--- config.mk ---
export PLATFORM = sky130hd
export DESIGN_NAME = muldiv_ctrl_flat
export DESIGN_NICKNAME = d
export VERILOG_FILES = /design/src/rtl/control_pkg.sv /design/src/rtl/muldiv_ctrl_if.sv /design/src/rtl/md_datapath.sv /design/src/rtl/muldiv_ctrl.sv /design/src/flat_wrapper.sv
export SDC_FILE = /design/constraint.sdc
export NUM_CORES = 1
export LEC_CHECK = 0
export CORE_ASPECT_RATIO = 0.9
export CORE_MARGIN = 2
export CORE_UTILIZATION = 50
export DETAILED_ROUTE_END_ITERATION = 8
export PLACE_DENSITY = 0.72
export SLEW_MARGIN = 20
export SYNTH_ARGS = -nofsm -noshare
export SYNTH_HDL_FRONTEND = slang
export SYNTH_SLANG_ARGS = --single-unit
--- constraint.sdc ---
create_clock -name clk -period 5.3 [get_ports clk]
set_input_delay 0.795 -clock clk [delete_from_list [all_inputs] [get_ports clk]]
set_output_delay 0.795 -clock clk [all_outputs]
set_load 0.02 [all_outputs]
--- src/rtl/control_pkg.sv ---
// rtl/control_pkg.sv - shared types and constants for the RV32M multiply/divide sequencer
//
// Purpose: operation encoding (funct3), FSM state type, special-case result
// constants and small decode helpers used by muldiv_ctrl, md_datapath and
// muldiv_ctrl_if.
// Ports: none (package).
package control_pkg;

  // funct3 encoding of the M-extension ops
  typedef enum logic [2:0] {
    MD_MUL    = 3'd0,
    MD_MULH   = 3'd1,
    MD_MULHSU = 3'd2,
    MD_MULHU  = 3'd3,
    MD_DIV    = 3'd4,
    MD_DIVU   = 3'd5,
    MD_REM    = 3'd6,
    MD_REMU   = 3'd7
  } md_op_e;

  typedef enum logic [1:0] {
    MD_IDLE = 2'd0,
    MD_CALC = 2'd1,
    MD_DONE = 2'd2
  } md_state_e;

  localparam logic [31:0] MD_DIV0_Q = 32'hFFFF_FFFF;
  localparam logic [31:0] MD_OVF_Q  = 32'h8000_0000;

  // funct3[2] separates the divide group from the multiply group
  function automatic logic md_is_div(input md_op_e op);
    return op[2];
  endfunction

  // REM/REMU share funct3[1] = 1 within the divide group
  function automatic logic md_is_rem(input md_op_e op);
    return op[2] & op[1];
  endfunction

  function automatic logic md_rs1_signed(input md_op_e op);
    return (op == MD_MULH) || (op == MD_MULHSU) || (op == MD_DIV) || (op == MD_REM);
  endfunction

  function automatic logic md_rs2_signed(input md_op_e op);
    return (op == MD_MULH) || (op == MD_DIV) || (op == MD_REM);
  endfunction

endpackage

--- src/rtl/muldiv_ctrl_if.sv ---
// rtl/muldiv_ctrl_if.sv - EX-stage handshake bundle between the pipeline and muldiv_ctrl
//
// Purpose: groups the request (start/op/operands/flush) and response
// (stall/busy/done/result) signals of the multiply/divide sequencer.
// Modports:
//   master - pipeline side: drives start, op, rs1_val, rs2_val, flush
//   slave  - sequencer side: drives stall, busy, done, result
interface muldiv_ctrl_if #(
  parameter int XLEN = 32
);
  import control_pkg::*;

  logic            start;
  md_op_e          op;
  logic [XLEN-1:0] rs1_val;
  logic [XLEN-1:0] rs2_val;
  logic            flush;
  logic            stall;
  logic            busy;
  logic            done;
  logic [XLEN-1:0] result;

  modport master (
    output start, op, rs1_val, rs2_val, flush,
    input  stall, busy, done, result
  );

  modport slave (
    input  start, op, rs1_val, rs2_val, flush,
    output stall, busy, done, result
  );

endinterface

--- src/rtl/md_datapath.sv ---
// rtl/md_datapath.sv - accumulator, shift-add / restoring shift-subtract step and sign fix-up
//
// Purpose: holds the latched op, operand magnitudes, sign flags, the 64-bit
// accumulator ({hi,lo} product or {remainder,quotient}) and the result word.
// Optional feature macro: MULDIV_FAST_MUL_EN (combinational 33x33 multiplier
// feeding the IDLE->DONE fast path for the four multiply ops).
// Ports:
//   clk, rst          - clock, asynchronous active-high reset
//   load              - latch op/operands from the request (IDLE accept)
//   step              - advance one iteration of the loop
//   finish            - capture the final result word this edge
//   op_in, rs1_val, rs2_val - raw request from the pipeline
//   special           - request is divide-by-zero or signed overflow
//   result            - registered result, holds until the next finish
module md_datapath
  import control_pkg::*;
(
  input  logic        clk,
  input  logic        rst,
  input  logic        load,
  input  logic        step,
  input  logic        finish,
  input  md_op_e      op_in,
  input  logic [31:0] rs1_val,
  input  logic [31:0] rs2_val,
  output logic        special,
  output logic [31:0] result
);

  md_op_e      op_q, op_d;
  logic        neg_a_q, neg_a_d;
  logic        neg_b_q, neg_b_d;
  logic [31:0] opnd_q, opnd_d;   // multiplicand or divisor magnitude
  logic [63:0] acc_q, acc_d;
  logic [31:0] result_q, result_d;

  // request decode
  logic        in_is_div, in_neg_a, in_neg_b, div0, ovf;
  logic [31:0] mag_a, mag_b, special_word, idle_word;

  always_comb begin
    in_is_div = md_is_div(op_in);
    in_neg_a  = md_rs1_signed(op_in) & rs1_val[31];
    in_neg_b  = md_rs2_signed(op_in) & rs2_val[31];
    mag_a     = in_neg_a ? (~rs1_val + 32'd1) : rs1_val;
    mag_b     = in_neg_b ? (~rs2_val + 32'd1) : rs2_val;
    div0      = in_is_div && (rs2_val == 32'd0);
    ovf       = ((op_in == MD_DIV) || (op_in == MD_REM)) &&
                (rs1_val == MD_OVF_Q) && (rs2_val == 32'hFFFF_FFFF);
    special   = div0 | ovf;
    if (div0) begin
      special_word = md_is_rem(op_in) ? rs1_val : MD_DIV0_Q;
    end else begin
      special_word = md_is_rem(op_in) ? 32'd0 : MD_OVF_Q;
    end
  end

`ifdef MULDIV_FAST_MUL_EN
  // Sign-extend each operand by one bit so one signed multiplier covers
  // MULH, MULHSU and MULHU alike.
  logic signed [32:0] fm_a, fm_b;
  logic signed [63:0] fm_p;

  always_comb begin
    fm_a = {md_rs1_signed(op_in) & rs1_val[31], rs1_val};
    fm_b = {md_rs2_signed(op_in) & rs2_val[31], rs2_val};
    fm_p = 64'(fm_a) * 64'(fm_b);
    if (special) begin
      idle_word = special_word;
    end else begin
      idle_word = (op_in == MD_MUL) ? fm_p[31:0] : fm_p[63:32];
    end
  end
`else
  assign idle_word = special_word;
`endif

  // one loop iteration
  logic [32:0] mul_sum, div_rem, div_diff;
  logic [63:0] acc_step;

  always_comb begin
    // multiply: add multiplicand into the high half when the current
    // multiplier bit (acc[0]) is set, then shift the whole pair right
    mul_sum  = {1'b0, acc_q[63:32]} + (acc_q[0] ? {1'b0, opnd_q} : 33'd0);
    // divide: shift remainder/quotient left, try subtracting the divisor;
    // bit 32 of the difference is the borrow
    div_rem  = acc_q[63:31];
    div_diff = div_rem - {1'b0, opnd_q};
    if (md_is_div(op_q)) begin
      if (!div_diff[32]) begin
        acc_step = {div_diff[31:0], acc_q[30:0], 1'b1};
      end else begin
        acc_step = {div_rem[31:0], acc_q[30:0], 1'b0};
      end
    end else begin
      acc_step = {mul_sum, acc_q[31:1]};
    end
  end

  // sign correction applied to the last step's value so result is
  // registered on the same edge that enters DONE
  logic [63:0] prod_fix;
  logic [31:0] quo_fix, rem_fix, fix_word;

  always_comb begin
    prod_fix = (neg_a_q ^ neg_b_q) ? (~acc_step + 64'd1) : acc_step;
    quo_fix  = (neg_a_q ^ neg_b_q) ? (~acc_step[31:0] + 32'd1) : acc_step[31:0];
    rem_fix  = neg_a_q ? (~acc_step[63:32] + 32'd1) : acc_step[63:32];
    if (md_is_div(op_q)) begin
      fix_word = md_is_rem(op_q) ? rem_fix : quo_fix;
    end else begin
      fix_word = (op_q == MD_MUL) ? prod_fix[31:0] : prod_fix[63:32];
    end
  end

  always_comb begin
    op_d     = op_q;
    neg_a_d  = neg_a_q;
    neg_b_d  = neg_b_q;
    opnd_d   = opnd_q;
    acc_d    = acc_q;
    result_d = result_q;
    if (load) begin
      op_d    = op_in;
      neg_a_d = in_neg_a;
      neg_b_d = in_neg_b;
      opnd_d  = in_is_div ? mag_b : mag_a;
      acc_d   = {32'd0, in_is_div ? mag_a : mag_b};
    end else if (step) begin
      acc_d = acc_step;
    end
    // finish together with load is the IDLE->DONE fast path
    if (finish) begin
      result_d = load ? idle_word : fix_word;
    end
  end

  always_ff @(posedge clk or posedge rst) begin
    if (rst) begin
      op_q     <= MD_MUL;
      neg_a_q  <= 1'b0;
      neg_b_q  <= 1'b0;
      opnd_q   <= 32'd0;
      acc_q    <= 64'd0;
      result_q <= 32'd0;
    end else begin
      op_q     <= op_d;
      neg_a_q  <= neg_a_d;
      neg_b_q  <= neg_b_d;
      opnd_q   <= opnd_d;
      acc_q    <= acc_d;
      result_q <= result_d;
    end
  end

  assign result = result_q;

endmodule

--- src/rtl/muldiv_ctrl.sv ---
// rtl/muldiv_ctrl.sv - multi-cycle RV32M multiply/divide sequencer for the EX stage
//
// Purpose: IDLE/CALC/DONE control FSM that accepts an M-op, stalls the front
// of the pipeline while md_datapath iterates, and pulses done with result.
// Optional feature macro: MULDIV_FAST_MUL_EN (multiply ops complete in one
// cycle through a combinational multiplier; divides stay iterative).
// Parameters: XLEN (32 only), ITERS (loop iteration count, 32).
// Ports:
//   clk, rst - clock, asynchronous active-high reset
//   md       - muldiv_ctrl_if.slave: start/op/rs1_val/rs2_val/flush in,
//              stall/busy/done/result out
module muldiv_ctrl
  import control_pkg::*;
#(
  parameter int XLEN  = 32,
  parameter int ITERS = 32
) (
  input  logic          clk,
  input  logic          rst,
  muldiv_ctrl_if.slave  md
);

  localparam int CNT_W = (ITERS > 1) ? $clog2(ITERS) : 1;

  md_state_e       state_q, state_d;
  logic [CNT_W-1:0] cnt_q, cnt_d;
  logic            done_q, done_d;
  logic            busy_q, busy_d;

  logic            accept, special, fast_mul, load, step, finish;
  logic [XLEN-1:0] result_w;

`ifdef MULDIV_FAST_MUL_EN
  assign fast_mul = !md_is_div(md.op);
`else
  assign fast_mul = 1'b0;
`endif

  assign accept = (state_q == MD_IDLE) && md.start && !md.flush;

  always_comb begin
    state_d = state_q;
    cnt_d   = cnt_q;
    load    = 1'b0;
    step    = 1'b0;
    finish  = 1'b0;
    case (state_q)
      MD_IDLE: begin
        if (accept) begin
          load  = 1'b1;
          cnt_d = CNT_W'(ITERS - 1);
          if (special || fast_mul) begin
            finish  = 1'b1;
            state_d = MD_DONE;
          end else begin
            state_d = MD_CALC;
          end
        end
      end
      MD_CALC: begin
        step = 1'b1;
        if (cnt_q == '0) begin
          finish  = 1'b1;
          state_d = MD_DONE;
        end else begin
          cnt_d = cnt_q - CNT_W'(1);
        end
      end
      // start is ignored here: the same instruction is still in EX
      MD_DONE: state_d = MD_IDLE;
      default: state_d = MD_IDLE;
    endcase
    // a flushed op must neither finish nor disturb result
    if (md.flush) begin
      state_d = MD_IDLE;
      load    = 1'b0;
      step    = 1'b0;
      finish  = 1'b0;
    end
    done_d = (state_d == MD_DONE);
    busy_d = (state_d != MD_IDLE);
  end

  always_ff @(posedge clk or posedge rst) begin
    if (rst) begin
      state_q <= MD_IDLE;
      cnt_q   <= '0;
      done_q  <= 1'b0;
      busy_q  <= 1'b0;
    end else begin
      state_q <= state_d;
      cnt_q   <= cnt_d;
      done_q  <= done_d;
      busy_q  <= busy_d;
    end
  end

  md_datapath u_datapath (
    .clk     (clk),
    .rst     (rst),
    .load    (load),
    .step    (step),
    .finish  (finish),
    .op_in   (md.op),
    .rs1_val (md.rs1_val),
    .rs2_val (md.rs2_val),
    .special (special),
    .result  (result_w)
  );

  // stall drops on the DONE cycle so the pipeline advances with the result
  assign md.stall  = !md.flush &&
                     (((state_q == MD_IDLE) && md.start) || (state_q == MD_CALC));
  assign md.busy   = busy_q;
  assign md.done   = done_q;
  assign md.result = result_w;

endmodule

--- src/flat_wrapper.sv ---
// flat-port wrapper written by rule: the top's interface ports become plain ports
module muldiv_ctrl_flat import control_pkg::*;
#(
  parameter int XLEN  = 32,
  parameter int ITERS = 32
)
  (clk, rst, md_start, md_op, md_rs1_val, md_rs2_val, md_flush, md_stall, md_busy, md_done, md_result);
  muldiv_ctrl_if #(.XLEN(XLEN)) md_i ();
  input  logic clk;
  input  logic rst;
  input wire logic [$bits(md_i.start)-1:0] md_start;
  input wire logic [$bits(md_i.op)-1:0] md_op;
  input wire logic [$bits(md_i.rs1_val)-1:0] md_rs1_val;
  input wire logic [$bits(md_i.rs2_val)-1:0] md_rs2_val;
  input wire logic [$bits(md_i.flush)-1:0] md_flush;
  output wire logic [$bits(md_i.stall)-1:0] md_stall;
  output wire logic [$bits(md_i.busy)-1:0] md_busy;
  output wire logic [$bits(md_i.done)-1:0] md_done;
  output wire logic [$bits(md_i.result)-1:0] md_result;
  assign md_i.start = md_start;
  assign md_i.op = md_op;
  assign md_i.rs1_val = md_rs1_val;
  assign md_i.rs2_val = md_rs2_val;
  assign md_i.flush = md_flush;
  assign md_stall = md_i.stall;
  assign md_busy = md_i.busy;
  assign md_done = md_i.done;
  assign md_result = md_i.result;
  muldiv_ctrl #(.XLEN(XLEN), .ITERS(ITERS)) u_core (.clk(clk), .rst(rst), .md(md_i));
endmodule
Word-level counts from Yosys, hierarchy flattened. Index checks and enable logic that the tools add are counted.

Output and inout bits: 35. Input port bits: 71. Bits in registers: 142.

$add $sub $neg: 8. Reductions and logical operators: 22. Muxes and demuxes: 37. Equal/unequal tests: 10. Bitwise logic cells: 11.

Operator list (count): $mux 32 (14); $mux 64 (5); $add 32x1->32 const B (4); $not 32->32 (4); $add 64x1->64 const B (1); $eq 32x32->1 const B (2); $not 64->64 (1); $add 32x32->33 (1); $sub 33x32->33 (1); $logic_not 32->1 (1); $mux 5 (2); $pmux 5 s2 (1); $mux 1 (9); $mux 2 (4); $logic_or 1x1->1 (7); $eq 3x3->1 const B (2); $logic_and 1x1->1 (6); $reduce_bool 2->1 (3); $logic_not 5->1 (1); $sub 5x1->5 const B (1); $and 1x1->1 (4); $pmux 2 s2 (1); $eq 3x1->1 const B (1); $eq 3x2->1 const B (1); other kinds (11) (11).

Depth between registers and ports, before layout. Gate-level depths: netlist (run 1).

Depth in word-level cells: 10. Gate-level depth with buffers: 24.

Modules after synthesis. A second synthesis (run 1) with hierarchy kept.

Cells, all modules: 2295. Area total of the unflattened synthesis: 16902.5 um^2.

Modules (own cells, without submodules): md_datapath (cells an instance 2252, seq. area each 3328.2 um^2, times used 1, area each 16465.8 um^2); muldiv_ctrl (cells an instance 43, seq. area each 225.2 um^2, times used 1, area each 436.7 um^2).

Worst setup path after synthesis (run 1). Ideal clock, no wire load.

Kind: register to register. Start: reg u_core.u_datapath.acc_q[31]. End: reg u_core.u_datapath.result_q[26] (netlist: u_core.u_datapath.result[26]). Library setup time: 0.088 ns. Required time: 5.212 ns. Period minus slack after synthesis: 5.308 ns. Slack: -0.008 ns. Path buffers: 0. Cell stages (with the launch flop): 25. Data arrival time: 5.219 ns. Cell sequence: dfrtp_1 inv_1 ha_1 inv_1 fa_1 a21o_1 a221oi_4 o21bai_4 o21a_1 o2111ai_2 inv_1 a21oi_1 ha_1 nand2_1 nor3_1 o21ai_0 nor4_1 nand2_1 or3_1 nor3_1 nand2_1 o31ai_1 xnor2_1 o221ai_1 a41oi_1.

Cells in the longest elaborated chain, start to end: 9. Elaborated cells on any way between the ends: 16. Those cells by class: add/sub: 4; mux: 9; bitwise: 3.

RTL lines: from (decl) (line md_datapath.sv:34) `logic [63:0] acc_q, acc_d;`; from (signal assigned) (line md_datapath.sv:145) `acc_q <= 64'd0;`; from (signal assigned) (line md_datapath.sv:152) `acc_q <= acc_d;`; $sub 33x32->33 (line md_datapath.sv:89) `div_diff = div_rem - {1'b0, opnd_q};`; $mux 64 (line md_datapath.sv:91) `if (!div_diff[32]) begin`; $mux 64 (*) (line md_datapath.sv:90) `if (md_is_div(op_q)) begin`; $not 64->64, or another cell as far along (line md_datapath.sv:107) `prod_fix = (neg_a_q ^ neg_b_q) ? (~acc_step + 64'd1) : acc_step;`; $add 64x1->64, or another cell as far along (line md_datapath.sv:107); $mux 64, or another cell as far along (line md_datapath.sv:107); $mux 32 (on tied branches) (line md_datapath.sv:113, md_datapath.sv:111); $mux 32 (*) (line md_datapath.sv:110) `if (md_is_div(op_q)) begin`; $mux 32 (*) (line md_datapath.sv:135) `result_d = load ? idle_word : fix_word;`; to (signal assigned) (line md_datapath.sv:153) `result_q <= result_d;`; to (decl) (line md_datapath.sv:35) `logic [31:0] result_q, result_d;`.

Every way passes the cells marked *; elsewhere a longest branch is shown, timed or not. A chain may end at the register's enable or synchronous reset.

Final worst setup path (run 1).
Start: reg u_core.u_datapath.acc_q[31]. End: reg u_core.u_datapath.result_q[18] (netlist: u_core.u_datapath.result[18]).

Same word-level chain as after synthesis.

==> run_results.csv, run 1 <==
group,metric,value,unit
sta,fin_worst_skew,18.7,ps
synth,ys_ff_latch,142,
global_route,overflow,0,
cts,htreeDepth,4,
final_layout,finish.instance_area,19200,sq um
synth,synth_cells,2164,
cts,cts_tree,"done",
critical_path,rr_worst_depth,19,
critical_path,worstSetupPathType,"flip-flop to flip-flop",
synth,synth_edf_count,0,
sta,fin_tns_setup,0,ps
power_and_ir_drop,finalPower,8.40,mW
placed_design,dp_hpwl,56400,um
critical_path,r2r_end,"u_core.u_datapath.result[18]",
critical_path,r2r_start,"u_core.u_datapath.acc_q[31]",
detailed_routing,drc_errors,0,
detailed_routing,initialDrtViolationCount,2546,
placed_design,placed_cell_area,18400,sq um
final_layout,fin_util,0.604,
global_route,grt_max_degree,87,
flow_run,drv_cap,0,
cts,numCtsBuffers,17,
placed_design,port_buffers,105,
critical_path,ff2ff_setup_slack,170,ps
final_layout,num-fill-cells,2918,
floorplanning,io_pins,106,
synth,synthDistinctLibCells,99,
global_route,grt_pass1_vias,17000,
global_route,grt_pass1_wl,107000,um
sta,tightestPinTransition,1350,ps
cts,clkTransAtPathRegs,70,ps
power_and_ir_drop,power.leakage,7.91,nW
min_path,holdPathEnd,"u_core.u_datapath.opnd_q[2]",
detailed_routing,num_vias,18800,
final_layout,fin_cells,2762,
min_path,hp-start,"u_core.u_datapath.opnd_q[2]",
sta,setup_viol,0,
power_and_ir_drop,peakVddDrop,0.000311,V
detailed_routing,ant_nets,0,
synth,ys_warn_count,0,
min_path,hold_depth,2,
status,status,"completed",
sta,hold-worst-slack,490,ps
final_layout,area_delta_synth_final,19.4,%
floorplanning,die_area,33600,sq um
sta,fmax,0.195,GHz
global_route,grt_util_all_layers,0.430,
placed_design,dpl_worst_slack,-24.4,ps
synth,synthArstFlopShare,1.00,
floorplanning,core_region_area,31700,sq um
floorplanning,die_h,174,um
detailed_routing,wire_per_inst,26.1,um
floorplanning,start_util,0.506,
final_layout,drive_gt1_frac,0.125,
synth,synth-seq-area-share,0.221,
sta,period_needed,5130,ps
synth,synth_ff_type,"dfrtp_1",
sta,slew_headroom,0.0931,
synth,netlist.area_leader.share,0.221,
synth,synth_area,16100,sq um
critical_path,start_kind,"flip-flop",
min_path,hold_class,"flip-flop to flip-flop",
synth,synth_most_common_cell,"nor2_1",
critical_path,end_kind,"flip-flop",
detailed_routing,avgViaCountPerCell,6.80,
placed_design,dp_cells,2716,
critical_path,critPathMaxFanout,7,
global_route,grt_antenna_before_repair,5,
cts,cts.sinks,142,
sta,final_max_slew_viol_count,0,
sta,fin_crit_sh,0.968,
power_and_ir_drop,cellPowerDensity,438,nW/um^2
synth,avgSynthCellArea,7.42,sq um
floorplanning,rows,62,
critical_path,arrival,5510,ps
placed_design,finalWeightedCongestion,1.05,
detailed_routing,routed_wl,72200,um
sta,layout_setup_ws,168,ps
sta,finalHoldViolCount,0,
cts,root_buffer,"clkbuf_16",
critical_path,required,5680,ps
synth,synth_nets,2307,
synth,ys_top_cells_by_area,"dfrtp_1 (22%), o21ai_0 (6.4%), nor2_1 (5.8%), xnor2_1 (5.6%), ha_1 (5.5%)",
cts,clockBufferDepth,2,
floorplanning,die_x,193,um
synth,synth_common_cells,"nor2_1 (248), nand2_1 (229), o21ai_0 (204), a21oi_1 (165), dfrtp_1 (142)",
detailed_routing,dr.pass1.iters,6,
cts,worstSkewPairLatency,480,ps
final_layout,fin_nets,2468,
synth,yosysTopAreaCell,"dfrtp_1",
cts,ctsHoldBuffers,0,
[routing by layer]
| layer | part of all wire | vias up | GRT usage |
|---|---|---|---|
| met4 | 0.054 | 2 | 0.212 |
| met3 | 0.11 | 195 | 0.111 |
| met1 | 0.42 | 8957 | 0.602 |
| met5 | 0.00018 | - | 0 |
| met2 | 0.41 | 1289 | 0.607 |
| li1 | - | 8329 | - |
[cell families (layout without fill, tap and decap cells)]
kind of cell / count (synthesis) / count (layout) / share of synthesized area
DFF: 142 / 142 / 0.221
xor gates and xnor gates: 184 / 184 / 0.100
other: 0 / 8 / 0
adders and majority gates: 72 / 72 / 0.0570
muxes: 58 / 58 / 0.0397
buffers and inverters: 194 / 368 / 0.0485
and+or+nand+nor: 783 / 783 / 0.232
AOI/OAI and AO/OA: 731 / 731 / 0.301
[report_power, final]
part	internal (mW)	leakage [nW]	switching, mW
Combinational	2.10	5.82	3.55
Clock	0.711	0.294	0.604
Sequential	1.24	1.80	0.194
[worst max-delay path by stage]
stage | start | depth (start not counted) | slack, ps | endpoint
floorplan | u_core.u_datapath.acc_q[31] | 24 | 110 | u_core.u_datapath.result[26]
global placement | u_core.u_datapath.acc_q[31] | 24 | 210 | u_core.u_datapath.result[28]
detailed placement | u_core.u_datapath.opnd_q[23] | 24 | -20 | u_core.u_datapath.result[10]
CTS | u_core.u_datapath.acc_q[31] | 25 | 30 | u_core.u_datapath.result[26]
global route | u_core.u_datapath.acc_q[31] | 25 | -90 | u_core.u_datapath.result[26]
finish | u_core.u_datapath.acc_q[31] | 19 | 170 | u_core.u_datapath.result[18]
[repair_timing]
item | in CTS | in global routing
pin swaps | 1 | 13
endpoints found under the setup margin | 3 | 23
gates resized for setup | 0 | 25
setup buffers | 0 | 6
[registers in the layout (all words and copies together), names as in the netlist]
signal / count
u_core.md.busy: 1
u_core.u_datapath.op_q: 3
u_core.u_datapath.result: 32
u_core.state_q: 2
u_core.u_datapath.acc_q: 64
u_core.md.done: 1
u_core.cnt_q: 5
u_core.u_datapath.neg_a_q: 1
u_core.u_datapath.opnd_q: 32
u_core.u_datapath.neg_b_q: 1
[layout by cell type, fill, tap and decap left out, types with 13 or more instances in the layout]
| cell | count |
|---|---|
| o31ai_1 | 24 |
| o21ai_1 | 16 |
| o21ai_0 | 202 |
| a21oi_1 | 162 |
| nor2_1 | 247 |
| a211oi_1 | 21 |
| nor2b_1 | 16 |
| clkdlybuf4s50_1 | 104 |
| nand4_1 | 30 |
| clkbuf_16 | 17 |
| xnor2_1 | 101 |
| nand2b_1 | 16 |
| xor2_1 | 81 |
| buf_4 | 162 |
| a22o_1 | 15 |
| mux2i_1 | 44 |
| and2_1 | 15 |
| or3_1 | 18 |
| dfrtp_1 | 141 |
| a41oi_1 | 19 |
| nand3_1 | 41 |
| o211ai_1 | 36 |
| or4_1 | 16 |
| a31oi_1 | 36 |
| a221oi_1 | 13 |
| nand2_1 | 228 |
| a21o_1 | 23 |
| and3_1 | 18 |
| o21a_1 | 19 |
| nor3_1 | 59 |
| ha_1 | 69 |
| inv_1 | 61 |
| nor4_1 | 21 |
| o221ai_1 | 27 |
[critical path: stages, from the launching register on]
cell and delay, ps:
dfrtp_1 380, inv_1 80, ha_1 160, inv_1 60
fa_2 340, a21o_1 230, a221oi_4 360, o21bai_4 110
buf_4 170, o211a_1 260, a2111oi_0 850, a311o_1 570
nor3_1 190, buf_4 170, nand3_1 170, buf_4 180
nand2_1 60, xor2_1 170, a211o_1 290, a41oi_1 220
[area by class of cell]
cell class | count | area, sq um | share of cell area
tap | 416 | 520 | 0.0271
antenna | 8 | 20.0 | 0.00104
sequential | 142 | 3560 | 0.186
clock buffer | 17 | 425 | 0.0222
timing repair buffer | 270 | 2310 | 0.121
clock inverter | 15 | 174 | 0.00907
multi-input combinational | 1828 | 11900 | 0.621
inverter | 66 | 253 | 0.0132
Power figures use the tool's default switching activity.
==> run 2: changes to the inputs <==
--- a/config.mk
+++ b/config.mk
@@ -13,4 +13,5 @@
 export SLEW_MARGIN = 20
 export SYNTH_ARGS = -nofsm -noshare
 export SYNTH_HDL_FRONTEND = slang
+export SYNTH_HIERARCHICAL = 1
 export SYNTH_SLANG_ARGS = --single-unit
==> run 2 against run 1 <==
First-iteration DRC count rose by 16%. Sequential cell count did not move. Core utilization rose by 0.40 points. Combinational power fell by 6.7%. Sequential power rose by 5%. Maximum frequency fell by 0.83%. Clock skew fell by 1.1 ps. Hold slack improved by 14 ps. Critical path depth fell by 1. Register-to-register slack got worse by 40 ps. Final cell count rose by 5.2%. Global-route usage rose by 1.7 points. Critical endpoint is now u_core/u_datapath/result[29]. Largest power group unchanged.
==> run_results.csv, run 2 <==
group,metric,value,unit
detailed_routing,drc_errors,0,
placed_design,port_buffers,105,
final_layout,final_common_cell,"nand2_1",
power_and_ir_drop,p_seq_frac,0.184,
synth,synthArstFlopShare,1.00,
power_and_ir_drop,peakVddDrop,0.000255,V
min_path,hold_class,"flip-flop to flip-flop",
sta,period_needed,5170,ps
power_and_ir_drop,power_frac_clock,0.167,
global_route,grt_pass1_vias,18100,
cts,numCtsBuffers,17,
critical_path,crit_chain,"buf_4, and2_1, ha_1, o211ai_1, o21a_2, or3b_1, a31oi_2, nor2_1, xnor2_1, or3_1, a2111oi_2, buf_4, nand3b_1, o41ai_2, buf_4, xor2_1, nor2_1, o32a_1",
global_route,grt_max_degree,113,
critical_path,worstSetupPathType,"flip-flop to flip-flop",
detailed_routing,initialDrtViolationCount,2960,
cts,cts_tree,"done",
detailed_routing,ant_nets,0,
final_layout,fin_nets,2613,
cts,clkTransAtPathRegs,70,ps
final_layout,drive_gt1_frac,0.131,
floorplanning,die_h,178,um
power_and_ir_drop,intPower,3.91,mW
final_layout,area_delta_synth_final,19.2,%
placed_design,dpl_worst_slack,49.5,ps
power_and_ir_drop,p_sw,4.20,mW
power_and_ir_drop,power.leakage,8.14,nW
detailed_routing,top_layer,"met5",
final_layout,max_flop_register,"u_core/u_datapath/acc_q",
cts,clockBufferDepth,2,
sta,tightestPinTransition,1090,ps
detailed_routing,avgViaCountPerCell,6.88,
sta,fin_worst_skew,17.5,ps
placed_design,dp_hpwl,61900,um
floorplanning,rows,63,
critical_path,start_kind,"flip-flop",
final_layout,regArea,3560,sq um
final_layout,fin_cells,2906,
synth,synth_area,16900,sq um
floorplanning,die_area,35300,sq um
power_and_ir_drop,cellPowerDensity,403,nW/um^2
cts,root_buffer,"clkbuf_16",
placed_design,finalWeightedCongestion,1.08,
final_layout,largest_register_ffs,64,
final_layout,multi_input_area,12700,sq um
synth,ys_ff_latch,142,
placed_design,dp_cells,2872,
floorplanning,start_util,0.511,
flow_run,drv_cap,0,
sta,fin_crit_sh,0.976,
detailed_routing,num_vias,20000,
placed_design,placed_cell_area,19400,sq um
synth,synth_compound_area_frac,0.301,
synth,netlist.area_leader.share,0.210,
sta,layout_setup_ws,125,ps
global_route,overflow,0,
detailed_routing,routed_wl,79000,um
critical_path,slowest_delay,490,ps
synth,synth-seq-area-share,0.210,
cts,worstSkewPairLatency,480,ps
detailed_routing,wire_per_inst,27.2,um
synth,synth_common_cells,"nand2_1 (250), o21ai_0 (227), nor2_1 (224), a21oi_1 (166), dfrtp_1 (142)",
cts,htreeDepth,4,
synth,synth_ff_type,"dfrtp_1",
sta,slew_headroom,0.266,
power_and_ir_drop,combinationalPowerShare,0.649,
sta,final_max_slew_viol_count,0,
status,status,"completed",
synth,avgSynthCellArea,7.36,sq um
final_layout,fin_util,0.608,
final_layout,finish.instance_area,20100,sq um
power_and_ir_drop,swShare,0.518,
synth,synth_cells,2295,
critical_path,end_kind,"flip-flop",
floorplanning,io_pins,106,
detailed_routing,wl_met1,32500,um
synth,synthAdderAreaFrac,0.0542,
floorplanning,core_region_area,33100,sq um
synth,synthDistinctLibCells,110,
critical_path,critPathMaxFanout,6,
synth,ys_top_cells_by_area,"dfrtp_1 (21%), o21ai_0 (6.7%), nand2_1 (5.6%), xnor2_1 (5.4%), ha_1 (5.2%)",
critical_path,required,5660,ps
cts,cts.sinks,142,
sta,rsz0062_at_grt,"no",
sta,fmax,0.193,GHz
floorplanning,die_x,198,um
critical_path,arrival,5530,ps
global_route,grt_pass1_wl,116000,um
global_route,grt_util_all_layers,0.447,
synth,synthMuxAreaShare,0.0497,
critical_path,cp_slowest_cell,"or3b_1",
detailed_routing,dr.pass1.iters,8,
critical_path,rr_worst_depth,18,
sta,finalHoldViolCount,0,
global_route,grt_antenna_before_repair,2,
sta,fin_tns_setup,0,ps
final_layout,layout_common_cells,"nand2_1 (250), o21ai_0 (226), nor2_1 (224), buf_4 (185), a21oi_1 (162)",
synth,synth-simple-area-share,0.236,
synth,ys_warn_count,6,
synth,synth_top_family_by_area,"compound AO/OA/AOI/OAI gates",
synth,synth_edf_count,0,
detailed_routing,wl_met3,12300,um
synth,yosysTopAreaCell,"dfrtp_1",
detailed_routing,met2_length,30700,um
synth,post_synth_xor_area_fraction,0.0979,
critical_path,path_common_cell,"buf_4",
synth,synth_nets,2438,
sta,setup_viol,0,
synth,synth_most_common_cell,"nand2_1",
cts,ctsHoldBuffers,0,
min_path,hold_depth,1,
final_layout,num-fill-cells,3102,
## run 2: layout make-up
cell class	instances	area share
flip-flops and latches	142	0.177
inverters	76	0.0145
clock inverters	14	0.00913
multi-input cells	1939	0.629
well taps	422	0.0262
diodes	1	0.000124
clock buffers	18	0.0213
repair buffers	294	0.124
## run 2: metal layers
metal  vias up  global-route usage
met3       173               0.168
met2      1509               0.600
li1       8820                   -
met4         2               0.187
met1      9501               0.629
met5         -              0.0256
## run 2: critical path: cells and delay by family (launching register included)
family	cells	cell delay [ps]
AO/OA/AOI/OAI	6	1910
XOR/XNOR	2	300
adder cells (fa/ha/maj)	1	450
flip-flops	1	470
AND/OR/NAND/NOR	6	1380
buffers and inverters	3	550
## run 2: power groups by stage
| stage | registers (mW) | clock network [mW] | logic [mW] |
|---|---|---|---|
| floorplan | 1.39 | 0 | 3.06 |
| global placement | 1.48 | 0 | 4.93 |
| detailed placement | 1.49 | 0 | 4.96 |
| CTS | 1.47 | 1.36 | 4.99 |
| global route | 1.51 | 1.40 | 5.54 |
| finish | 1.50 | 1.35 | 5.27 |
## run 2: cells by family after synthesis
group | Yosys count
compound gates | 773
xor+xnor | 189
fa+ha+maj | 72
buf+inv | 214
flops | 142
mux | 83
simple gates | 822
## run 2: timing repair
action | 4_1_cts | 5_1_grt
resized for setup | 0 | 24
endpoints found under the setup margin | 0 | 23
setup buffers | 0 | 1
## run 2: through the flow
stage	power (mW)	hold slack, ps
after floorplan	4.45	465
after global placement	6.42	490
after detailed placement	6.46	489
after CTS	7.82	503
after global routing	8.44	527
final	8.12	504
## run 2: worst paths after layout
check,from,end,slack [ps]
max,u_core/u_datapath/acc_q[0],u_core/u_datapath/result[29],130
min,u_core/cnt_q[0],u_core/cnt_q[0],500
max reg2reg,u_core/u_datapath/acc_q[0],u_core/u_datapath/result[29],130
min reg2reg,u_core/cnt_q[0],u_core/cnt_q[0],500
max in group asynchronous,rst,u_core/u_datapath/acc_q[46],3380
min in group asynchronous,rst,u_core/md.busy,720
